### src/rtl/adder_eval_pkg.sv
// Shared types and default sizes for the approximate-adder evaluation blocks.
package adder_eval_pkg;

    localparam int DEF_WIDTH = 16;
    localparam int DEF_CNT_W = 16;
    localparam int DEF_ACC_W = 32;

    typedef enum logic [1:0] {
        IDLE  = 2'd0,
        RUN   = 2'd1,
        DRAIN = 2'd2,
        DONE  = 2'd3
    } state_e;

endpackage

### src/rtl/adder_err_distance.sv
// Unsigned error distance |a - b| between two adder results, plus nonzero flag.
module adder_err_distance #(
    parameter int W = 17
) (
    input  logic [W-1:0] a_i,
    input  logic [W-1:0] b_i,
    output logic [W-1:0] ed_o,
    output logic         nz_o
);

    always_comb begin
        ed_o = (a_i >= b_i) ? (a_i - b_i) : (b_i - a_i);
        nz_o = (a_i != b_i);
    end

endmodule

### src/rtl/adder_error_monitor.sv
// Two-stage streaming accumulator of error count, saturating ED sum and max ED
// between an exact and an approximate adder result stream.
module adder_error_monitor
    import adder_eval_pkg::*;
#(
    parameter int WIDTH = DEF_WIDTH,
    parameter int CNT_W = DEF_CNT_W,
    parameter int ACC_W = DEF_ACC_W
) (
    input  logic             clk,
    input  logic             rst_n,
    input  logic             start,
    input  logic [CNT_W-1:0] n_samples,
    input  logic             in_valid,
    output logic             in_ready,
    input  logic [WIDTH-1:0] Y_exact,
    input  logic             cout_exact,
    input  logic [WIDTH-1:0] Y_appr,
    input  logic             cout_appr,
    output logic [CNT_W-1:0] err_count,
    output logic [ACC_W-1:0] sum_ed,
    output logic [WIDTH:0]   max_ed,
    output logic             busy,
    output logic             done
);

    localparam int VW = WIDTH + 1;
    localparam int SW = ACC_W + 1;

    state_e           state_q, state_d;
    logic [CNT_W-1:0] n_q, n_d;
    logic [CNT_W-1:0] cnt_q, cnt_d;
    logic             pv_q, pv_d;
    logic             perr_q, perr_d;
    logic [VW-1:0]    ped_q, ped_d;
    logic [CNT_W-1:0] errc_q, errc_d;
    logic [ACC_W-1:0] sum_q, sum_d;
    logic [VW-1:0]    max_q, max_d;

    logic [VW-1:0] ed;
    logic          nz;
    logic [SW-1:0] sum_ext;
    logic          ready;
    logic          accept;
    logic          last;

    adder_err_distance #(.W(VW)) u_ed (
        .a_i  ({cout_exact, Y_exact}),
        .b_i  ({cout_appr, Y_appr}),
        .ed_o (ed),
        .nz_o (nz)
    );

    // Ready depends only on registered state, never on in_valid.
    assign ready   = (state_q == RUN) && (cnt_q < n_q);
    assign accept  = in_valid & ready;
    assign last    = ((cnt_q + CNT_W'(1)) == n_q);
    assign sum_ext = {1'b0, sum_q} + SW'(ped_q);

    always_comb begin
        state_d = state_q;
        n_d     = n_q;
        cnt_d   = cnt_q;
        pv_d    = accept;
        perr_d  = accept ? nz : perr_q;
        ped_d   = accept ? ed : ped_q;
        errc_d  = errc_q;
        sum_d   = sum_q;
        max_d   = max_q;

        if (pv_q) begin
            if (perr_q) begin
                errc_d = errc_q + CNT_W'(1);
            end
            sum_d = sum_ext[ACC_W] ? '1 : sum_ext[ACC_W-1:0];
            if (ped_q > max_q) begin
                max_d = ped_q;
            end
        end

        unique case (state_q)
            IDLE, DONE: begin
                if (start) begin
                    n_d     = n_samples;
                    cnt_d   = '0;
                    errc_d  = '0;
                    sum_d   = '0;
                    max_d   = '0;
                    pv_d    = 1'b0;
                    state_d = (n_samples == '0) ? DONE : RUN;
                end
            end
            RUN: begin
                if (accept) begin
                    cnt_d = cnt_q + CNT_W'(1);
                    if (last) begin
                        state_d = DRAIN;
                    end
                end
            end
            DRAIN: begin
                state_d = DONE;
            end
            default: begin
                state_d = IDLE;
            end
        endcase
    end

    always_ff @(posedge clk) begin
        if (!rst_n) begin
            state_q <= IDLE;
            n_q     <= '0;
            cnt_q   <= '0;
            pv_q    <= 1'b0;
            perr_q  <= 1'b0;
            ped_q   <= '0;
            errc_q  <= '0;
            sum_q   <= '0;
            max_q   <= '0;
        end else begin
            state_q <= state_d;
            n_q     <= n_d;
            cnt_q   <= cnt_d;
            pv_q    <= pv_d;
            perr_q  <= perr_d;
            ped_q   <= ped_d;
            errc_q  <= errc_d;
            sum_q   <= sum_d;
            max_q   <= max_d;
        end
    end

    assign in_ready  = ready;
    assign err_count = errc_q;
    assign sum_ed    = sum_q;
    assign max_ed    = max_q;
    assign busy      = (state_q == RUN) || (state_q == DRAIN);
    assign done      = (state_q == DONE);

endmodule

### config.mk
export PLATFORM = sky130hd
export DESIGN_NAME = adder_error_monitor
export DESIGN_NICKNAME = d
export VERILOG_FILES = /design/src/rtl/adder_eval_pkg.sv /design/src/rtl/adder_err_distance.sv /design/src/rtl/adder_error_monitor.sv
export SDC_FILE = /design/constraint.sdc
export NUM_CORES = 1
export LEC_CHECK = 0
export ABC_AREA = 0
export BUFFER_PORTS_ARGS = -buffer_cell sky130_fd_sc_hd__buf_2
export CAP_MARGIN = 20
export CORE_ASPECT_RATIO = 0.6
export CORE_MARGIN = 2
export CORE_UTILIZATION = 60
export CTS_BUF_LIST = sky130_fd_sc_hd__clkbuf_16
export CTS_CLUSTER_DIAMETER = 120
export CTS_CLUSTER_SIZE = 8
export DETAILED_ROUTE_END_ITERATION = 8
export PLACE_DENSITY = 0.83
export SLEW_MARGIN = 20
export SYNTH_ARGS = -nofsm -noshare
export SYNTH_HDL_FRONTEND = slang
export SYNTH_SLANG_ARGS = --single-unit
### constraint.sdc
create_clock -name clk -period 8.7 [get_ports clk]
set_clock_uncertainty 0.1 [all_clocks]
set_input_delay 0.87 -clock clk [delete_from_list [all_inputs] [get_ports clk]]
set_output_delay 0.87 -clock clk [all_outputs]
set_load 0.005 [all_outputs]
## Word-level counts from Yosys, hierarchy flattened

Index checks and enable logic that the tools add are counted.

| operators by class | value |
|---|---|
| add/subtract/negate cells | 5 |
| order comparisons | 3 |
| equality and inequality tests | 8 |
| mux-type cells | 23 |
| bitwise gates (word level) | 1 |
| reduce and logical (&&, ||, !) cells | 9 |

Operator list:

| operator | number |
|---|---|
| $mux 32 | 4 |
| $mux 16 | 6 |
| $mux 17 | 5 |
| $sub 17x17->17 | 2 |
| $add 32x17->33 | 1 |
| $add 16x1->16 const B | 2 |
| $pmux 16 s2 | 1 |
| $ge 17x17->1 | 1 |
| $gt 17x17->1 | 1 |
| $ne 17x17->1 | 1 |
| $eq 16x16->1 | 1 |
| $logic_not 16->1 | 1 |
| $lt 16x16->1 | 1 |
| $mux 2 | 4 |
| $ne 2x2->1 const B | 3 |
| $pmux 2 s3 | 1 |
| $reduce_and 3->1 | 2 |
| $eq 2x2->1 const B | 2 |
| $eq 2x1->1 const B | 1 |
| $logic_not 2->1 | 1 |
| $mux 1 | 2 |
| $reduce_and 2->1 | 1 |
| $reduce_bool 2->1 | 1 |
| $reduce_or 2->1 | 1 |
| other kinds (3) | 3 |

| storage, ports and cells | value |
|---|---|
| bits in registers | 118 |
| input bits | 54 |

## Longest topological paths before layout

| logic depth | value |
|---|---|
| depth after elaboration | 5 |
| depth in mapped cells | 12 |
| depth with buffers taken out | 11 |

## Cells and area by module

Synthesis repeated with hierarchy kept, for this count alone.

| unflattened totals | value |
|---|---|
| cells, all modules | 1079 |
| area total of the unflattened synthesis | 8849.7 µm² |

By module, submodules not included:

| module | instances | cells an instance | area each (µm²) | seq. area each (µm²) |
|---|---|---|---|---|
| adder_error_monitor | 1 | 847 | 7101.8 | 2362.3 |
| adder_err_distance | 1 | 232 | 1747.9 | 0.0 |

## Worst setup path after synthesis

Ideal clock, no wire load.

| timing path | value |
|---|---|
| path kind | input -> register |
| from | input port Y_exact[6] |
| to | register ped_q[6] |
| setup time | 0.079 ns |
| data arrival time | 3.110 ns |
| data required time | 8.521 ns |
| setup slack | 5.411 ns |
| cell stages on the path | 11 |
| path buffers | 2 |
| cell sequence | inv_1 > ha_1 > clkbuf_1 > nand3_1 > a2111o_1 > nand2_2 > a21o_1 > buf_6 > mux2_4 > a2111o_1 > o211ai_1 |

| between the ends | value |
|---|---|
| longest elaborated chain between the ends | 2 |

RTL lines:

| item | line | RTL |
|---|---|---|
| start: declaration | adder_error_monitor.sv:16 | `input logic [WIDTH-1:0] Y_exact,` |
| $sub 17x17->17 or $ge 17x17->1 (tied branches) | adder_err_distance.sv:12 | `ed_o = (a_i >= b_i) ? (a_i - b_i) : (b_i - a_i);` |
| $mux 17 (*) | adder_err_distance.sv:12 |  |
| end signal: assignment | adder_error_monitor.sv:127 | `ped_q <= ped_d;` |
| end: declaration | adder_error_monitor.sv:35 | `logic [VW-1:0] ped_q, ped_d;` |

Mark *: on every way between the ends. The rest lies on a longest branch, timed or not.
A chain may end at the register's enable or synchronous reset.

## Worst setup path after layout

| timing path | value |
|---|---|
| from | input port Y_exact[12] |
| to | register ped_q[3] |

| between the ends | value |
|---|---|
| longest elaborated chain between the ends | 2 |

RTL lines:

| item | line |
|---|---|
| $ge 17x17->1 | adder_err_distance.sv:12 |
| $mux 17 | adder_err_distance.sv:12 |

Every way passes these cells.

==> results.json <==
{
  "crit_buf_inv": 2,
  "holdPathEnd": "n_q[0]",
  "rsz0062_at_grt": "false",
  "ctsResizeCount": 0,
  "core_um2": 13900,
  "overflow": 0,
  "synthFlopType": "dfxtp_1",
  "hold_viol_final": 0,
  "viasPerCell": 6.11,
  "root_buffer": "clkbuf_16",
  "netlist_instances": 1064,
  "cp-start-kind": "primary input",
  "postCtsHoldBufs": 0,
  "dieArea_um2": 15400,
  "tightest_slew_ps": 1060,
  "netlist-cell-type-count": 83,
  "insertion_delay_ps": 420,
  "grt_usage": 0.296,
  "cpLargestDelayFamily": "compound AO/OA/AOI/OAI gates",
  "cp_slowest_cell": "a21oi_2",
  "critical_path_class": "in2reg",
  "synth_edf_count": 0,
  "io_pins": 122,
  "die_w_um": 159,
  "r2r_cells": 10,
  "clk_pin_slew_worst_paths_ps": 60,
  "routedWlPerCell_um": 16.9,
  "ys_seq_area_frac": 0.273,
  "hold_depth": 2,
  "placed_area_um2": 9310,
  "drt_iter0_drc": 695,
  "clockBufferDepth": 2,
  "antenna_found_initial": 0,
  "syn_nets": 1209,
  "crit_chain": "buf_2 > inv_1 > ha_1 > a21o_1 > a31oi_4 > a21boi_2 > nand2_2 > a21oi_2 > mux2_2 > a2111o_1 > o311ai_1",
  "cts.sinks": 118,
  "synthesis.area_um2": 8640,
  "drc": 0,
  "crit_arrival_ps": 3850,
  "r2r_slack_ps": 5200,
  "portBuffers": 121,
  "finalSetupTns_ps": 0,
  "setup_viol": 0,
  "dp_hpwl_mm": 16.8,
  "p_leak_nw": 4.52,
  "regToRegEndpoint": "sum_ed[23]",
  "timing.max_cap.violations": 0,
  "min_from": "n_q[0]",
  "hold_class": "reg2reg",
  "cpPeakStageDelay_ps": 620,
  "grt_first_pass_wirelength_mm": 37.9,
  "avgSynthCellArea_um2": 8.12,
  "status": "finished clean",
  "postSynth.asyncResetShare": 0,
  "cts_htree_levels": 4,
  "antenna_left": 0,
  "period_share": 0.418,
  "peakVddDrop_mv": 0.130,
  "wl_mm": 23.1,
  "maxSlewViolCount": 0,
  "endpoint_kind": "register",
  "grt_pass1_vias": 7625,
  "ys_ff_latch": 118,
  "crit_required_ps": 8920,
  "relSlewSlack": 0.290,
  "path_max_fanout": 12,
  "antennaDiodeCount": 0,
  "synth_warnings": 0,
  "area_delta_synth_final_pct": 15.4,
  "rr_startpoint": "ped_q[0]",
  "fin_worst_hold_slack_ps": 379,
  "drive_above_1_share": 0.160,
  "cts_tree": "yes",
  "fin_area_um2": 9970,
  "initial_core_util": 0.623,
  "row_count": 33,
  "post_cts_buffers": 0,
  "clock.fmax_mhz": 275,
  "gp_congestion": 0.933,
  "die_h_um": 96.9,
  "num_vias": 8365,
  "finalNetCount": 1310,
  "powerDensity_nw_per_um2": 212,
  "startpoint": "Y_exact[12]",
  "cp.depth": 11,
  "cts_buffers": 17,
  "fin_crit_ps": 3630,
  "dr.pass1.iters": 5,
  "grt_max_degree": 52
}
## where the power goes
part | internal, mW | switching, mW | total [mW]
clock network | 0.510 | 0.274 | 0.784
registers | 0.587 | 0.0552 | 0.642
logic | 0.256 | 0.428 | 0.684
total | 1.35 | 0.756 | 2.11
## final cells by class
| class | count | area, um2 |
|---|---|---|
| multi-input combinational | 815 | 5740 |
| fill | 1123 | 3910 |
| sequential | 118 | 2360 |
| timing repair buffer | 126 | 643 |
| clock buffer | 17 | 425 |
| inverter | 87 | 327 |
| tap | 192 | 240 |
| clock inverter | 15 | 228 |
## per-stage QoR
stage | power (mW) | util | setup slack [ps] | instances
2_1_floorplan | 1.14 | - | 5410 | 1064
4_1_cts | 2.10 | 0.718 | 5150 | 1370
6_report | 2.11 | 0.719 | 5070 | 1370
3_5_place_dp | 1.31 | 0.671 | 4730 | 1338
5_1_grt | 2.22 | 0.719 | 4990 | 1370
3_3_place_gp | 1.30 | 0.671 | 4850 | 1338
## metal layers
layer | routed length (um) | up-vias | global-route usage
met3 | 1720 | 39 | 0.0557
met2 | 9830 | 331 | 0.448
li1 | - | 4069 | -
met5 | 0 | - | 0
met1 | 11200 | 3926 | 0.428
met4 | 381 | 0 | 0.0853
## flip-flops by register name, indices dropped and copies added (netlist names)
register,count
pv_q,1
max_ed,17
n_q,16
err_count,16
state_q,2
sum_ed,32
ped_q,17
cnt_q,16
perr_q,1
## how the worst max path moves through the flow
stage,to,slack (ps)
final,ped_q[3],5070
after global routing,ped_q[3],4990
after CTS,ped_q[3],5150
after detailed placement,ped_q[3],4730
after global placement,ped_q[3],4850
after floorplan,ped_q[6],5410
## layout by cell type, fill, tap and decap left out, drive strengths merged, types with 7 or more instances in the layout
cell      n
a211oi   22
a21o     34
a21oi    98
a31oi    21
and2     12
and3     12
buf     126
clkbuf   17
dfxtp   118
ha       88
inv      90
mux2i    29
nand2    86
nand2b   10
nand3    39
nand4    23
nor2     76
nor2b    10
nor3     14
nor4     13
o211ai   11
o21a     15
o21ai    52
o21bai    7
or3       8
xnor2    32
xor2     24
## logic make-up (layout without fill, tap and decap cells)
family / after synthesis / after routing / synth area share
flip-flops: 118 / 118 / 0.273
AND/OR/NAND/NOR: 319 / 319 / 0.186
buffers and inverters: 131 / 245 / 0.0623
multiplexers: 35 / 35 / 0.0427
AO/OA/AOI/OAI: 314 / 314 / 0.245
XOR/XNOR: 56 / 56 / 0.0568
adder cells (fa/ha/maj): 91 / 91 / 0.134
## cell usage after synthesis (5+ instances only)
cell type  instances  area share
dfxtp_1          118        0.27
a21oi_1           97       0.056
ha_1              88        0.13
inv_1             87       0.038
nand2_1           85       0.037
nor2_1            76       0.033
o21ai_0           43       0.025
nand3_1           38       0.022
a21o_1            33       0.029
xnor2_1           32       0.032
clkbuf_1          28       0.012
mux2i_1           28       0.032
xor2_1            24       0.024
a211oi_1          21       0.018
nand4_1           21       0.015
a31oi_1           19       0.014
o21a_1            15       0.013
nor4_1            13      0.0094
and2_1            12      0.0087
nor3_1            12      0.0070
o211ai_1          11      0.0096
and3_1            10      0.0072
buf_2             10      0.0058
nand2b_1          10      0.0072
nor2b_1           10      0.0072
o21ai_1            9      0.0052
or3_1              8      0.0058
a311oi_1           6      0.0061
o21bai_1           6      0.0052
a2111o_1           5      0.0065
a2111oi_0          5      0.0051
a211o_1            5      0.0051
and4_1             5      0.0051
o2111ai_1          5      0.0051
## tightest hold or removal path, stage by stage (launching register included)
cell,delay [ps]
dfxtp_1,320
nand2_1,60
a21oi_1,60
Note: power is estimated with default switching activity, not from simulation.
